--- src/rtl/zero_pad_shifter_pkg.sv ---
// Shared types and constants for the zero-reinsertion shifter.
// ZERO_PAD_SHIFT4_EN widens the per-cycle shift step from 1 to 4 bits.
package zero_pad_pkg;

   typedef enum logic [1:0] {
      IDLE  = 2'd0,
      SHIFT = 2'd1,
      DONE  = 2'd2
   } zps_state_t;

   localparam int unsigned ZPS_WIDTH  = 32;
   localparam int unsigned ZPS_CNT_W  = 6;
   localparam int unsigned ZPS_STEP_W = 3;

`ifdef ZERO_PAD_SHIFT4_EN
   localparam int unsigned ZPS_MAX_STEP = 4;
`else
   localparam int unsigned ZPS_MAX_STEP = 1;
`endif

   // Counts beyond the word width behave exactly like a full-width shift.
   function automatic logic [ZPS_CNT_W-1:0] zps_sat_count(input logic [ZPS_CNT_W-1:0] count);
      if (count > ZPS_CNT_W'(ZPS_WIDTH)) begin
         return ZPS_CNT_W'(ZPS_WIDTH);
      end else begin
         return count;
      end
   endfunction

endpackage

--- src/rtl/zero_pad_shifter_if.sv ---
// Request/response bundle between the shifter and its producer/consumer.
interface zero_pad_shifter_if;
   import zero_pad_pkg::*;

   logic                 in_valid;
   logic                 in_ready;
   logic [ZPS_WIDTH-1:0] in_data;
   logic [ZPS_CNT_W-1:0] in_count;
   logic                 in_leading;
   logic                 out_valid;
   logic                 out_ready;
   logic [ZPS_WIDTH-1:0] out_data;
   logic                 out_sticky;

   modport master (
      output in_valid, in_data, in_count, in_leading, out_ready,
      input  in_ready, out_valid, out_data, out_sticky
   );

   modport slave (
      input  in_valid, in_data, in_count, in_leading, out_ready,
      output in_ready, out_valid, out_data, out_sticky
   );

endinterface

--- src/rtl/zero_pad_shifter_step.sv ---
// Combinational single-step shifter: moves the word by 0..4 bits with zero fill
// and flags whether any discarded bit was set.
module zps_step
   import zero_pad_pkg::*;
(
   input  logic [ZPS_WIDTH-1:0]  data,
   input  logic                  leading,
   input  logic [ZPS_STEP_W-1:0] step,
   output logic [ZPS_WIDTH-1:0]  shifted,
   output logic                  sticky
);

   logic [ZPS_WIDTH-1:0] drop_mask_s;

   // Shift toward the active end and mask the bits that fall off it
   always_comb begin
      shifted     = {ZPS_WIDTH{1'b0}};
      drop_mask_s = {ZPS_WIDTH{1'b0}};
      if (leading) begin
         shifted     = data >> step;
         drop_mask_s = ~({ZPS_WIDTH{1'b1}} << step);
      end else begin
         shifted     = data << step;
         drop_mask_s = ~({ZPS_WIDTH{1'b1}} >> step);
      end
      sticky = |(data & drop_mask_s);
   end

endmodule

--- src/rtl/zero_pad_shifter.sv ---
// Sequential zero-reinsertion shifter: inserts a count of leading or trailing zeros,
// one step per cycle. ZERO_PAD_SHIFT4_EN enables 4-bit steps (same results, lower latency).
module zero_pad_shifter
   import zero_pad_pkg::*;
#(
   parameter int WIDTH = ZPS_WIDTH,
   parameter int CNT_W = ZPS_CNT_W
)(
   input logic               clk,
   input logic               rst_n,
   zero_pad_shifter_if.slave bus
);

   localparam logic [CNT_W-1:0] MAX_STEP_C = CNT_W'(ZPS_MAX_STEP);

   zps_state_t              state_r;
   zps_state_t              state_next_s;
   logic [WIDTH-1:0]        data_r;
   logic [CNT_W-1:0]        remaining_r;
   logic                    leading_r;
   logic                    sticky_r;
   logic                    in_ready_r;
   logic                    out_valid_r;
   logic [CNT_W-1:0]        sat_count_s;
   logic [ZPS_STEP_W-1:0]   step_s;
   logic [WIDTH-1:0]        step_data_s;
   logic                    step_sticky_s;

   assign sat_count_s    = zps_sat_count(bus.in_count);
   assign bus.in_ready   = in_ready_r;
   assign bus.out_valid  = out_valid_r;
   assign bus.out_data   = data_r;
   assign bus.out_sticky = sticky_r;

   // Step size: the configured maximum, trimmed so the final step lands exactly on zero
   always_comb begin
      step_s = {ZPS_STEP_W{1'b0}};
      if (remaining_r > MAX_STEP_C) begin
         step_s = ZPS_STEP_W'(ZPS_MAX_STEP);
      end else begin
         step_s = remaining_r[ZPS_STEP_W-1:0];
      end
   end

   zps_step u_step (
      .data    (data_r),
      .leading (leading_r),
      .step    (step_s),
      .shifted (step_data_s),
      .sticky  (step_sticky_s)
   );

   // Next-state logic
   always_comb begin
      state_next_s = state_r;
      case (state_r)
         IDLE: begin
            if (!bus.in_valid) begin
               state_next_s = IDLE;
            end else if (sat_count_s == {CNT_W{1'b0}}) begin
               state_next_s = DONE;
            end else begin
               state_next_s = SHIFT;
            end
         end
         SHIFT: begin
            if (remaining_r == CNT_W'(step_s)) begin
               state_next_s = DONE;
            end else begin
               state_next_s = SHIFT;
            end
         end
         DONE: begin
            if (bus.out_ready) begin
               state_next_s = IDLE;
            end else begin
               state_next_s = DONE;
            end
         end
         default: state_next_s = IDLE;
      endcase
   end

   // State, handshake flags and datapath registers; reset discards any in-flight result
   always_ff @(posedge clk or negedge rst_n) begin
      if (!rst_n) begin
         state_r     <= IDLE;
         in_ready_r  <= 1'b1;
         out_valid_r <= 1'b0;
         data_r      <= {WIDTH{1'b0}};
         remaining_r <= {CNT_W{1'b0}};
         leading_r   <= 1'b0;
         sticky_r    <= 1'b0;
      end else begin
         state_r     <= state_next_s;
         in_ready_r  <= (state_next_s == IDLE);
         out_valid_r <= (state_next_s == DONE);
         case (state_r)
            IDLE: begin
               if (bus.in_valid) begin
                  data_r      <= bus.in_data;
                  remaining_r <= sat_count_s;
                  leading_r   <= bus.in_leading;
                  sticky_r    <= 1'b0;
               end
            end
            SHIFT: begin
               data_r      <= step_data_s;
               sticky_r    <= sticky_r | step_sticky_s;
               remaining_r <= remaining_r - CNT_W'(step_s);
            end
            default: begin
            end
         endcase
      end
   end

endmodule

--- src/flat_wrapper.sv ---
// flat-port wrapper written by rule: the top's interface ports become plain ports
module zero_pad_shifter_flat import zero_pad_pkg::*;
#(
   parameter int WIDTH = ZPS_WIDTH,
   parameter int CNT_W = ZPS_CNT_W
)
  (clk, rst_n, bus_in_valid, bus_in_data, bus_in_count, bus_in_leading, bus_out_ready, bus_in_ready, bus_out_valid, bus_out_data, bus_out_sticky);
  zero_pad_shifter_if bus_i ();
  input logic clk;
  input logic rst_n;
  input wire logic [$bits(bus_i.in_valid)-1:0] bus_in_valid;
  input wire logic [$bits(bus_i.in_data)-1:0] bus_in_data;
  input wire logic [$bits(bus_i.in_count)-1:0] bus_in_count;
  input wire logic [$bits(bus_i.in_leading)-1:0] bus_in_leading;
  input wire logic [$bits(bus_i.out_ready)-1:0] bus_out_ready;
  output wire logic [$bits(bus_i.in_ready)-1:0] bus_in_ready;
  output wire logic [$bits(bus_i.out_valid)-1:0] bus_out_valid;
  output wire logic [$bits(bus_i.out_data)-1:0] bus_out_data;
  output wire logic [$bits(bus_i.out_sticky)-1:0] bus_out_sticky;
  assign bus_i.in_valid = bus_in_valid;
  assign bus_i.in_data = bus_in_data;
  assign bus_i.in_count = bus_in_count;
  assign bus_i.in_leading = bus_in_leading;
  assign bus_i.out_ready = bus_out_ready;
  assign bus_in_ready = bus_i.in_ready;
  assign bus_out_valid = bus_i.out_valid;
  assign bus_out_data = bus_i.out_data;
  assign bus_out_sticky = bus_i.out_sticky;
  zero_pad_shifter #(.WIDTH(WIDTH), .CNT_W(CNT_W)) u_core (.clk(clk), .rst_n(rst_n), .bus(bus_i));
endmodule
--- config.mk ---
export PLATFORM = sky130hd
export DESIGN_NAME = zero_pad_shifter_flat
export DESIGN_NICKNAME = d
export VERILOG_FILES = /design/src/rtl/zero_pad_shifter_pkg.sv /design/src/rtl/zero_pad_shifter_if.sv /design/src/rtl/zero_pad_shifter_step.sv /design/src/rtl/zero_pad_shifter.sv /design/src/flat_wrapper.sv
export SDC_FILE = /design/constraint.sdc
export NUM_CORES = 1
export LEC_CHECK = 0
export BUFFER_PORTS_ARGS = -buffer_cell sky130_fd_sc_hd__buf_2
export CORE_ASPECT_RATIO = 0.9
export CORE_MARGIN = 2
export CORE_UTILIZATION = 50
export CTS_CLUSTER_DIAMETER = 30
export CTS_CLUSTER_SIZE = 25
export DETAILED_ROUTE_END_ITERATION = 8
export PLACE_DENSITY = 0.79
export SLEW_MARGIN = 20
export SYNTH_ARGS = -nofsm -noshare
export SYNTH_HDL_FRONTEND = slang
export SYNTH_SLANG_ARGS = --single-unit
export TNS_END_PERCENT = 30
--- constraint.sdc ---
create_clock -name clk -period 2.2 [get_ports clk]
set_clock_uncertainty 0.05 [all_clocks]
set_input_delay 0.22 -clock clk [delete_from_list [all_inputs] [get_ports clk]]
set_output_delay 0.22 -clock clk [all_outputs]
set_load 0.05 [all_outputs]
# After elaboration in Yosys (flattened, before gate mapping)
# Cells that the tools add are included.
dict set report totals {
  inputBits 43
  output_inout_bits 35
  register_bits 44
}
dict set report op_classes {
  mux 15
  n_lt_le_gt_ge 2
  shift 4
  add_sub_neg 1
  eq_ne 5
  n_reduce_logical 7
  bitwise 4
}
# op n
set ops {}
lappend ops {{2-to-1 mux 32 bit} 3}
lappend ops {{inverter 32 bit} 2}
lappend ops {{one-hot mux 32 bit (2 select lines)} 1}
lappend ops {{bitwise AND 32 bit} 1}
lappend ops {{OR reduction 32 bit} 1}
lappend ops {{left shift 32 x 3 -> 32 bit} 1}
lappend ops {{left shift 32 x 3 -> 32 bit, first input constant} 1}
lappend ops {{right shift 32 x 3 -> 32 bit} 1}
lappend ops {{right shift 32 x 3 -> 32 bit, first input constant} 1}
lappend ops {{2-to-1 mux 6 bit} 2}
lappend ops {{one-hot mux 6 bit (2 select lines)} 1}
lappend ops {{2-to-1 mux 2 bit} 4}
lappend ops {{equality test 6 x 3 -> 1 bit} 1}
lappend ops {{> comparator 6 x 1 -> 1 bit, second input constant} 1}
lappend ops {{> comparator 6 bit, second input constant} 1}
lappend ops {{logical NOT 6 bit} 1}
lappend ops {{one-hot mux 2 bit (3 select lines)} 1}
lappend ops {{subtractor 6 x 3 -> 6 bit} 1}
lappend ops {{equality test 2 bit, second input constant} 2}
lappend ops {{logical NOT 2 bit} 2}
lappend ops {{AND reduction 2 bit} 2}
lappend ops {{2-to-1 mux 3 bit} 1}
lappend ops {{equality test 2 x 1 -> 1 bit, second input constant} 1}
lappend ops {{!= test 2 bit, second input constant} 1}
lappend ops {{4 further kinds} 4}

# Logic depth before layout (Yosys ltp)
# Gate-level depths: netlist of run 1.
dict set report depth {
  word_depth 9
  depth_mapped 8
  mapped_depth_nobuf 6
}

# Cells and area by module
# Synthesis of run 1 repeated with hierarchy kept, for this count alone.
dict set report unflattened {
  cells_unflattened 609
  area_unflattened_um2 4864.7
}
# mod area_per_inst_um2 n_inst cells_each seq_area_each_um2
set by_module_without_submodules {}
lappend by_module_without_submodules {zps_step 2697.6 1 365 0.0}
lappend by_module_without_submodules {zero_pad_shifter 2167.1 1 244 1102.3}

# Worst setup path before layout of run 1
# No wires, ideal clock.
dict set report synth_path {
  path_kind {reg2reg}
  from {reg u_core.remaining_r[3]}
  to {reg u_core.data_r[29], in the netlist u_core.bus.out_data[29]}
  path_stages_with_launch 9
  period_less_slack_ps 1976
  arrival_time_ps 1800
  n_path_buf 4
  slack_ps 224
  path_cell_list {dfrtp_1 buf_6 or4_4 buf_6 o21ai_4 buf_6 buf_6 nor2_1 a221o_1}
}
dict set report synth_between {
  elab_chain_cells 5
  word_cells_on_any_way 6
  classes_between {order compare: 1; shift: 2; mux: 3}
}
# item line_no
set synth_rtl {}
lappend synth_rtl {{from (decl)} zero_pad_shifter.sv:19} ;# logic [CNT_W-1:0] remaining_r;
lappend synth_rtl {{from (signal assigned)} zero_pad_shifter.sv:91} ;# remaining_r <= {CNT_W{1'b0}};
lappend synth_rtl {{from (signal assigned)} zero_pad_shifter.sv:102} ;# remaining_r <= sat_count_s;
lappend synth_rtl {{from (signal assigned)} zero_pad_shifter.sv:110} ;# remaining_r <= remaining_r - CNT_W'(step_s);
lappend synth_rtl {{> comparator 6 x 1 -> 1 bit (*)} zero_pad_shifter.sv:38} ;# if (remaining_r > MAX_STEP_C) begin
lappend synth_rtl {{2-to-1 mux 3 bit (*)} zero_pad_shifter.sv:38}
lappend synth_rtl {{left shift 32 x 3 -> 32 bit / right shift 32 x 3 -> 32 bit (equally long branches)} {zero_pad_shifter_step.sv:23, zero_pad_shifter_step.sv:20}}
lappend synth_rtl {{2-to-1 mux 32 bit (*)} zero_pad_shifter_step.sv:19} ;# if (leading) begin
lappend synth_rtl {{one-hot mux 32 bit (2 select lines) (*)} zero_pad_shifter.sv:98} ;# case (state_r)
lappend synth_rtl {{to (signal assigned)} zero_pad_shifter.sv:90} ;# data_r <= {WIDTH{1'b0}};
lappend synth_rtl {{to (signal assigned)} zero_pad_shifter.sv:101} ;# data_r <= bus.in_data;
lappend synth_rtl {{to (signal assigned)} zero_pad_shifter.sv:108} ;# data_r <= step_data_s;
lappend synth_rtl {{to (decl)} zero_pad_shifter.sv:18} ;# logic [WIDTH-1:0] data_r;
# Mark *: on every way between the ends. The rest lies on a longest branch, timed or not.
# A chain may end at the register's enable or synchronous reset.

# Final worst setup path of run 1
dict set report layout_path {
  from {reg u_core.remaining_r[2]}
  to {reg u_core.data_r[23], in the netlist u_core.bus.out_data[23]}
}
dict set report layout_between {
  elab_chain_cells 5
  word_cells_on_any_way 6
  classes_between {order compare: 1; shift: 2; mux: 3}
}
# item line_no
set layout_rtl {}
lappend layout_rtl {{> comparator 6 x 1 -> 1 bit} zero_pad_shifter.sv:38}
lappend layout_rtl {{2-to-1 mux 3 bit (*)} zero_pad_shifter.sv:38}
lappend layout_rtl {{left shift 32 x 3 -> 32 bit / right shift 32 x 3 -> 32 bit (equally long branches)} {zero_pad_shifter_step.sv:23, zero_pad_shifter_step.sv:20}}
lappend layout_rtl {{2-to-1 mux 32 bit (*)} zero_pad_shifter_step.sv:19}
lappend layout_rtl {{one-hot mux 32 bit (2 select lines) (*)} zero_pad_shifter.sv:98}
# Marked as above.

==> results.yml, run 1 <==
synthesis:
  synth-edff-count: 0
  yosys-top-cells-count: "sky130_fd_sc_hd__dfrtp_1 (43), sky130_fd_sc_hd__nor2_1 (38), sky130_fd_sc_hd__mux2i_1 (30), sky130_fd_sc_hd__a221o_1 (29), sky130_fd_sc_hd__nand2_1 (10)"
  synth_cell_type_count: 48
  syn-num-nets: 277
  syn-instance-count: 233
  synth_sequential_area_ratio: 0.454
  synth.avg_cell_area_sq_um: 10.4
  ys.warnings.count: 0
  synth_seq_cells: 44
  synthesis.area_sq_um: 2430
  library_cell_with_the_highest_instance_count_after_synthesis: "sky130_fd_sc_hd__dfrtp_1"
  async_reset_ff_frac: 1.00
  ys.flop_type: "sky130_fd_sc_hd__dfrtp_1"
  synth_top_cell_by_area: "sky130_fd_sc_hd__dfrtp_1"
  post_synth_main_area_contributors: "sky130_fd_sc_hd__dfrtp_1 (44%), sky130_fd_sc_hd__mux2i_1 (12%), sky130_fd_sc_hd__a221o_1 (12%)"
  synthDominantCellAreaShare: 0.443
route:
  drt.antenna.violating_nets: 0
  postRouteWirelength_microns: 6040
  drtPass1Iterations: 4
  avgViaCountPerCell: 5.85
  dr.first_iter.drc_count: 258
  vias: 2200
  drc_errors: 0
  route.detailed.wl_per_inst_microns: 16.1
place:
  gp_congestion: 0.879
  dp_hpwl_microns: 4300
  buffer_ports.inserted: 77
cts:
  clock_tree.htree_level_count: 2
  cts.sinks: 44
  cts_hold_buf: 1
  clock_latency_reported_for_the_late_side_of_the_worst_skew_pair_ns: 0.30
  clock_path_buffers: 2
  cell_chosen_for_the_clock_root: "sky130_fd_sc_hd__clkbuf_8"
  tritoncts_buffer_count: 5
  postCtsResizedCells: 0
  cts.reportedPaths.clkPinSlew_ns: 0.09
  cts_tree: "yes"
  cts_post_setup_buffers_inserted: 0
run:
  count_of_max_cap_constraint_violations: 0
timing:
  whs_ns: 0.0593
  rsz0062_at_grt: "false"
  setup_tns_ns: 0
  slew_violations: 0
  final_period_minus_worst_setup_slack_ns: 1.97
  max_clock_freq_ghz: 0.507
  final-setup-viol-count: 0
  min_period_over_period: 0.896
  timing_hold_violations_final: 0
  tightestPinTransition_ns: 0.925
  timing.max_slew.rel_slack: 0.383
finish:
  num_antenna_cells: 0
  post-route-util: 0.626
  num-nets-final: 354
  drive_gt1_frac: 0.331
  area_growth_pct: 23.1
  fillCellCount: 394
setup_path:
  worstSetupEndpointType: "flop"
  setup.worst_path.class: "reg -> reg"
  critical_path_data_required_time_ns: 2.33
  crit_path_max_fanout: 29
  critical_path_arrival_ns: 2.10
  worst-r2r-setup-slack_ns: 0.23
  setup.worst_path.start_class: "flop"
grt:
  globalRoute.totalOverflow: 0
  grt_max_degree: 38
  grt_util_all_layers: 0.231
  grt_first_pass_wirelength_microns: 10100
  first_global_vias: 2027
  grt_antenna_before_repair: 0
die:
  die-height_microns: 70.1
  placementRows: 24
  die_area_sq_um: 5430
  initial_core_util: 0.508
  core-area_sq_um: 4770
  floorplan.io_pins: 78
  die_width_microns: 77.4
status:
  run_status: "finished clean"
worst_hold_path:
  hp-class: "in -> reg"
==> per-stage QoR <==
stage | setup WS (ns) | cells | instance area [sq um]
floorplan | 0.224 | 233 | 2430
global route | 0.158 | 376 | 2990
finish | 0.229 | 376 | 2990
CTS | 0.234 | 376 | 2990
global placement | 0.287 | 367 | 2900
detailed placement | 0.241 | 367 | 2900
==> routing by layer <==
layer | vias to the layer above | GRT usage | share of wire
met5 | - | 0 | 0
met4 | 0 | 0.0536 | 0.0093
met3 | 6 | 0.0543 | 0.061
met2 | 77 | 0.346 | 0.48
met1 | 1072 | 0.341 | 0.45
li1 | 1045 | - | -
==> worst max-delay path, cell delays in order (launching register included) <==
cell and delay, ns:
sky130_fd_sc_hd__dfrtp_1 0.45, sky130_fd_sc_hd__or4_4 0.63, sky130_fd_sc_hd__o21ai_4 0.19, sky130_fd_sc_hd__buf_12 0.19, sky130_fd_sc_hd__nor2_1 0.06, sky130_fd_sc_hd__a221o_1 0.27
==> cells by family (layout without fill, tap and decap cells) <==
group	after synthesis	count (layout)	share of synthesized area
AND/OR/NAND/NOR	67	67	0.129
flip-flops	44	44	0.454
buffers and inverters	23	101	0.0505
AO/OA/AOI/OAI	68	68	0.238
adder cells (fa/ha/maj)	1	1	0.00515
multiplexers	30	30	0.124
==> sequential cells by signal (all words and copies together), names as in the netlist <==
signal and cells:
u_core.bus.out_sticky 1, u_core.remaining_r 6, u_core.bus.out_valid 1, u_core.bus.in_ready 1, u_core.leading_r 1, u_core.state_r 2
u_core.bus.out_data 32
==> cell usage in the layout, fill, tap and decap left out, drive strengths merged, types with 2 or more instances in the layout <==
cell    Yosys  final
buf        12     88
dfrtp      43     43
nor2       38     38
mux2i      30     30
a221o      29     29
nand2      10     10
o21ai       9      9
clkbuf      7      7
a21oi       5      5
inv         4      4
a211oi      4      4
nand3       3      3
or3         3      3
nand2b      2      2
o32ai       2      2
o311ai      2      2
nand3b      2      2
a31oi       2      2
or4         2      2
nor4        2      2
==> final cells by class <==
cell class	instances	area, sq um	area share
multi-input combinational	166	1200	0.403
clock buffer	7	76.3	0.0255
timing repair buffer	89	503	0.168
tap	65	81.3	0.0272
sequential	44	1100	0.369
clock inverter	1	5.00	0.00167
inverter	4	15.0	0.00502
==> worst paths after layout <==
path                                           endpoint  cells after the start                  start
max in group asynchronous           u_core.bus.in_ready                      3                  rst_n
min in group asynchronous       u_core.bus.out_data[21]                      2                  rst_n
worst min register to register    u_core.bus.out_sticky                      2  u_core.bus.out_sticky
worst max register to register  u_core.bus.out_data[23]                      5  u_core.remaining_r[2]
worst min-delay path                   u_core.leading_r                      3         bus_in_leading
worst max-delay path            u_core.bus.out_data[23]                      5  u_core.remaining_r[2]
Power of run 1 is left out: the tool's default activity adds up to more than one toggle a clock period on the data nets, which glitch-free logic cannot reach.
==> inputs of run 2 (changes only) <==
ABC_AREA = 1   (was unset)
PLACE_DENSITY = 0.77   (was 0.79)
==> run 2 against run 1 <==
Synthesized cell count grew 91%. Sequential share of layout area down 3.9 points. Register-to-register slack improved by 0.29 ns. Setup slack improved by 0.29 ns. Die area rose by 14%. Final cell count rose by 56%. Global-route usage grew 2.2 points. Worst hold slack better by 0.031 ns. Via count is 36% higher. Core utilization up 0.20 points. Synthesized area grew 15%. Count of clock-buffer cells in the layout unchanged. Highest routed layer unchanged.
==> results.yml, run 2 <==
status:
  run_status: "finished clean"
timing:
  final_period_minus_worst_setup_slack_ns: 1.68
  final-setup-viol-count: 0
  setup_tns_ns: 0
  rsz0062_at_grt: "false"
  whs_ns: 0.0908
  slew_violations: 0
  tightestPinTransition_ns: 0.559
  max_clock_freq_ghz: 0.594
  timing_hold_violations_final: 0
  timing.max_slew.rel_slack: 0.627
  min_period_over_period: 0.765
route:
  avgViaCountPerCell: 5.08
  vias: 2989
  drtPass1Iterations: 4
  postRouteWirelength_microns: 7290
  drt.antenna.violating_nets: 0
  route.detailed.wl_per_inst_microns: 12.4
  dr.first_iter.drc_count: 205
  drc_errors: 0
place:
  buffer_ports.inserted: 77
  gp_congestion: 0.860
  post-place-cells: 579
  dp_hpwl_microns: 5170
synthesis:
  post_synth_main_area_contributors: "sky130_fd_sc_hd__dfrtp_1 (39%), sky130_fd_sc_hd__nand2_1 (38%), sky130_fd_sc_hd__nand3_1 (3.8%)"
  yosys.area_share.simple: 0.489
  async_reset_ff_frac: 1.00
  synth-edff-count: 0
  yosys-top-cells-count: "sky130_fd_sc_hd__nand2_1 (281), sky130_fd_sc_hd__dfrtp_1 (43), sky130_fd_sc_hd__nand3_1 (21), sky130_fd_sc_hd__nor2_1 (21), sky130_fd_sc_hd__inv_1 (17)"
  syn-instance-count: 446
  yosys-mux-area-fraction: 0
  library_cell_with_the_highest_instance_count_after_synthesis: "sky130_fd_sc_hd__nand2_1"
  synth_adder_area_share: 0.00450
  synthesis.area_sq_um: 2780
  synth.avg_cell_area_sq_um: 6.24
  synth_compound_area_frac: 0.0432
  ys.warnings.count: 0
  synth_sequential_area_ratio: 0.396
  ys.flop_type: "sky130_fd_sc_hd__dfrtp_1"
  synthDominantCellAreaShare: 0.387
  synth_top_cell_by_area: "sky130_fd_sc_hd__dfrtp_1"
  synth_cell_type_count: 32
  synth_seq_cells: 44
  syn-num-nets: 490
  synth_top_family_by_area: "simple AND/OR/NAND/NOR gates"
  synth_xor_area_frac: 0
cts:
  cts_post_setup_buffers_inserted: 0
  tritoncts_buffer_count: 5
  cell_chosen_for_the_clock_root: "sky130_fd_sc_hd__clkbuf_8"
  cts.reportedPaths.clkPinSlew_ns: 0.08
  clock_tree.htree_level_count: 2
  cts_tree: "yes"
  cts.sinks: 44
  clock_path_buffers: 2
  clock_latency_reported_for_the_late_side_of_the_worst_skew_pair_ns: 0.30
grt:
  grt_first_pass_wirelength_microns: 11900
  grt_antenna_before_repair: 0
  grt_util_all_layers: 0.252
  grt_max_degree: 33
  first_global_vias: 2647
  globalRoute.totalOverflow: 0
die:
  die-height_microns: 74.8
  placementRows: 25
  die_area_sq_um: 6180
  floorplan.io_pins: 78
  initial_core_util: 0.523
  die_width_microns: 82.6
  core-area_sq_um: 5320
setup_path:
  worst-r2r-setup-slack_ns: 0.52
  reg2reg_depth: 7
  setup.worst_path.class: "reg -> reg"
  worstSetupEndpointType: "flop"
  critical_path_data_required_time_ns: 2.39
  setup.worst_path.start_class: "flop"
  crit_path_max_fanout: 28
  critical_path_arrival_ns: 1.87
finish:
  area_of_the_multi_input_gates_sq_um: 1490
  layout.cells.most_common: "sky130_fd_sc_hd__nand2_1"
  num-nets-final: 564
  area_growth_pct: 20.0
  largest_register_ffs: 32
  drive_gt1_frac: 0.205
  layout.cells.non_filler: 588
  num_antenna_cells: 0
  final-seq-area_sq_um: 1100
  final_cell_mix: "sky130_fd_sc_hd__nand2_1 (281), sky130_fd_sc_hd__buf_2 (77), sky130_fd_sc_hd__dfrtp_1 (43)"
  fillCellCount: 511
worst_hold_path:
  hp-class: "in -> reg"
  holdPathStages: 3
run:
  count_of_max_cap_constraint_violations: 0
run 2: changes by cell type after synthesis, sizes merged, moves of 4 or more:
cell    previous run  this run
a211oi             4         0
a221o             29         0
buf               12         8
inv                4        23
mux2i             30         0
nand2             10       283
nand3              3        22
nor2              38        27
o21ai              9        13
run 2: path summary, 6_finish.rpt:
path,startpoint,end
worst min-delay path,bus_in_leading,u_core.leading_r
worst max-delay path,u_core.remaining_r[5],u_core.bus.out_data[12]
min in group asynchronous,rst_n,u_core.bus.out_data[25]
worst max register to register,u_core.remaining_r[5],u_core.bus.out_data[12]
worst min register to register,u_core.bus.out_sticky,u_core.bus.out_sticky
max in group asynchronous,rst_n,u_core.bus.out_data[2]
run 2: what timing repair did:
item                      4_1_cts  5_1_grt
resized for setup               0        0
hold buffers                    1        0
hold endpoints to repair       19        0
run 2: cells by family (layout without fill, tap and decap cells):
kind of cell,after synthesis,count (layout)
flops,44,44
simple gates,337,337
compound gates,22,22
fa+ha+maj,1,1
buf+inv,42,117
run 2: cell type report:
class                      instances  share of cell area
sequential                        44               0.330
timing repair buffer              85               0.138
tap                               67              0.0251
clock inverter                     1             0.00899
inverter                          24              0.0277
multi-input combinational        360               0.447
clock buffer                       7              0.0229
run 2: metal layers:
metal  share of wire  GRT usage  vias up  wire length [microns]
li1                -          -     1513                      -
met1            0.45      0.359     1337                   3270
met4          0.0093     0.0674        0                     68
met5               0          0        -                      0
met3           0.094     0.0540        6                    684
met2            0.45      0.395      133                   3260
run 2: stage by stage:
| stage | utilization | worst slack (ns) | cell area, sq um |
|---|---|---|---|
| 3_5_place_dp | 0.606 | 0.540 | 3220 |
| 3_3_place_gp | 0.606 | 0.561 | 3220 |
| 2_1_floorplan | - | 0.754 | 2780 |
| 5_1_grt | 0.628 | 0.343 | 3340 |
| 4_1_cts | 0.628 | 0.514 | 3340 |
| 6_report | 0.628 | 0.518 | 3340 |
run 2: critical path, cell delays in order (launching register included):
cell	delay (ns)
sky130_fd_sc_hd__dfrtp_1	0.41
sky130_fd_sc_hd__nor2_2	0.22
sky130_fd_sc_hd__nand3_4	0.17
sky130_fd_sc_hd__nand2_4	0.12
sky130_fd_sc_hd__inv_4	0.12
sky130_fd_sc_hd__nor2_8	0.34
sky130_fd_sc_hd__nand2_1	0.10
sky130_fd_sc_hd__nand2_1	0.09
Power of run 2 is left out for the same reason.
==> inputs of run 3 (changes only) <==
ABC_AREA = 0   (was 1)
CORE_UTILIZATION = 46   (was 50)
PLACE_DENSITY = 0.76   (was 0.77)
clock period = 1.5 ns   (was 2.2 ns; I/O delays follow)
==> run 3 against run 2 <==
The run now ends with negative setup slack left. Fmax down 11%. Count of clock-buffer cells in the layout fell by 1. Setup slack worse by 0.90 ns. Sequential share of layout area grew 0.93 points. Final area decreased by 2.6%. Flip-flop and latch count stayed put. Critical path depth decreased by 2. Final cell count decreased by 32%. Register-to-register slack got worse by 0.90 ns. Highest routed layer unchanged.
==> results.yml, run 3 (synthesis gave the netlist of run 1 again) <==
setup_path:
  worst-r2r-setup-slack_ns: -0.38
  critical_path.cell_chain: "or4_4 -> o21ai_4 -> buf_12 -> nor2_1 -> a221o_1"
  critPathSlowestCell: "sky130_fd_sc_hd__or4_4"
  setup.worst_path.class: "reg -> reg"
  critical_path_arrival_ns: 2.01
  worst_r2r_endpoint: "u_core.bus.out_data[10]"
  regToRegStartpoint: "u_core.remaining_r[2]"
  crit_path_max_fanout: 29
  critical_path_data_required_time_ns: 1.63
  reg2reg_depth: 5
  worstSetupEndpointType: "flop"
  setup.worst_path.start_class: "flop"
  worst_path_largest_cell_delay_ns: 0.60
timing:
  final_period_minus_worst_setup_slack_ns: 1.88
  slew_violations: 0
  fin_ws_ns: -0.383
  min_period_over_period: 1.26
  max_clock_freq_ghz: 0.531
  timing.max_slew.rel_slack: 0.721
  tightestPinTransition_ns: 0.417
  timing_hold_violations_final: 0
  rsz0062_at_grt: "true"
  final-setup-viol-count: 41
worst_hold_path:
  timing.hold.worst.start: "bus_in_data[28]"
  holdPathEnd: "u_core.bus.out_data[28]"
  holdPathStages: 2
  hp-class: "in -> reg"
die:
  die_area_sq_um: 5870
  die-height_microns: 72.9
  placementRows: 25
  floorplan.io_pins: 78
  core-area_sq_um: 5160
  die_width_microns: 80.6
  initial_core_util: 0.470
route:
  vias: 2328
  drtPass1Iterations: 5
  postRouteWirelength_microns: 6540
  route.detailed.wl_per_inst_microns: 16.3
  drc_errors: 0
  avgViaCountPerCell: 5.81
  dr.first_iter.drc_count: 214
  drt.antenna.violating_nets: 0
cts:
  cts.reportedPaths.clkPinSlew_ns: 0.09
  clock_latency_reported_for_the_late_side_of_the_worst_skew_pair_ns: 0.29
  tritoncts_buffer_count: 5
  cell_chosen_for_the_clock_root: "sky130_fd_sc_hd__clkbuf_8"
  cts.sinks: 44
  clock_tree.htree_level_count: 2
  cts_tree: "yes"
  clock_path_buffers: 2
place:
  buffer_ports.inserted: 77
  placement_cell_area_sq_um: 3080
  gp_congestion: 0.857
  dp_hpwl_microns: 4540
finish:
  num-nets-final: 377
  largest_register_ffs: 32
  layout.cells.most_common: "sky130_fd_sc_hd__buf_2"
  num_antenna_cells: 0
  drive_gt1_frac: 0.401
  area_growth_pct: 34.0
  final_design_area_no_fill_sq_um: 3250
  final_cell_mix: "sky130_fd_sc_hd__buf_2 (77), sky130_fd_sc_hd__dfrtp_1 (42), sky130_fd_sc_hd__nor2_1 (36)"
grt:
  globalRoute.totalOverflow: 0
  grt_util_all_layers: 0.230
  first_global_vias: 2232
  grt_max_degree: 45
  grt_antenna_before_repair: 0
  grt_first_pass_wirelength_microns: 10700
status:
  run_status: "finished with violations"
  violated_checks: "negative setup slack"
run:
  count_of_max_cap_constraint_violations: 0
-- run 3: how the worst max path moves through the flow --
stage                                      from                       to  slack (ns)  cells after the start
after floorplan           u_core.remaining_r[2]  u_core.bus.out_data[29]       -0.43                      7
after global placement    u_core.remaining_r[2]  u_core.bus.out_data[17]       -0.33                      5
after detailed placement  u_core.remaining_r[2]  u_core.bus.out_data[10]       -0.36                      5
after CTS                 u_core.remaining_r[2]  u_core.bus.out_data[10]       -0.39                      5
after global routing      u_core.remaining_r[2]  u_core.bus.out_data[10]       -0.45                      5
final                     u_core.remaining_r[2]  u_core.bus.out_data[10]       -0.38                      5
-- run 3: layout make-up --
type                    instances  area, sq um
fillers                       436         1910
clock inverters                 2         12.5
flip-flops and latches         44         1100
inverters                       4         15.0
multi-input cells             166         1260
clock buffers                   6         72.6
repair buffers                112          703
well taps                      67         83.8
-- run 3: timing repair --
item,4_1_cts,5_1_grt
setup buffers,2,0
hold buffers,2,0
endpoints found under the hold margin,44,0
resized for setup,9,3
setup endpoints to repair,41,42
pin swaps,2,2
-- run 3: critical path, delay by kind of cell (launching register included) --
family | cells | cell delay, ns
buffers and inverters | 1 | 0.19
AOI/OAI and AO/OA | 2 | 0.44
DFF | 1 | 0.41
and+or+nand+nor | 2 | 0.67
-- run 3: stage by stage --
step | setup TNS, ns | setup slack [ns] | hold slack [ns] | util | std cells
2_1_floorplan | -13.25 | -0.428 | -0.196 | - | 233
3_3_place_gp | -10.59 | -0.333 | 0.0934 | 0.596 | 389
3_5_place_dp | -11.12 | -0.362 | 0.0960 | 0.596 | 389
4_1_cts | -11.71 | -0.387 | 0.0231 | 0.628 | 401
5_1_grt | -14.61 | -0.448 | 0.0244 | 0.630 | 401
6_report | -12.14 | -0.383 | 0.0275 | 0.630 | 401
-- run 3: metal layers --
metal,global-route usage,routed length (microns),vias up
li1,-,-,1086
met1,0.318,2840,1147
met2,0.377,3240,87
met3,0.0408,393,8
met4,0.0603,70,0
met5,0,0,-
Power of run 3 is left out for the same reason.
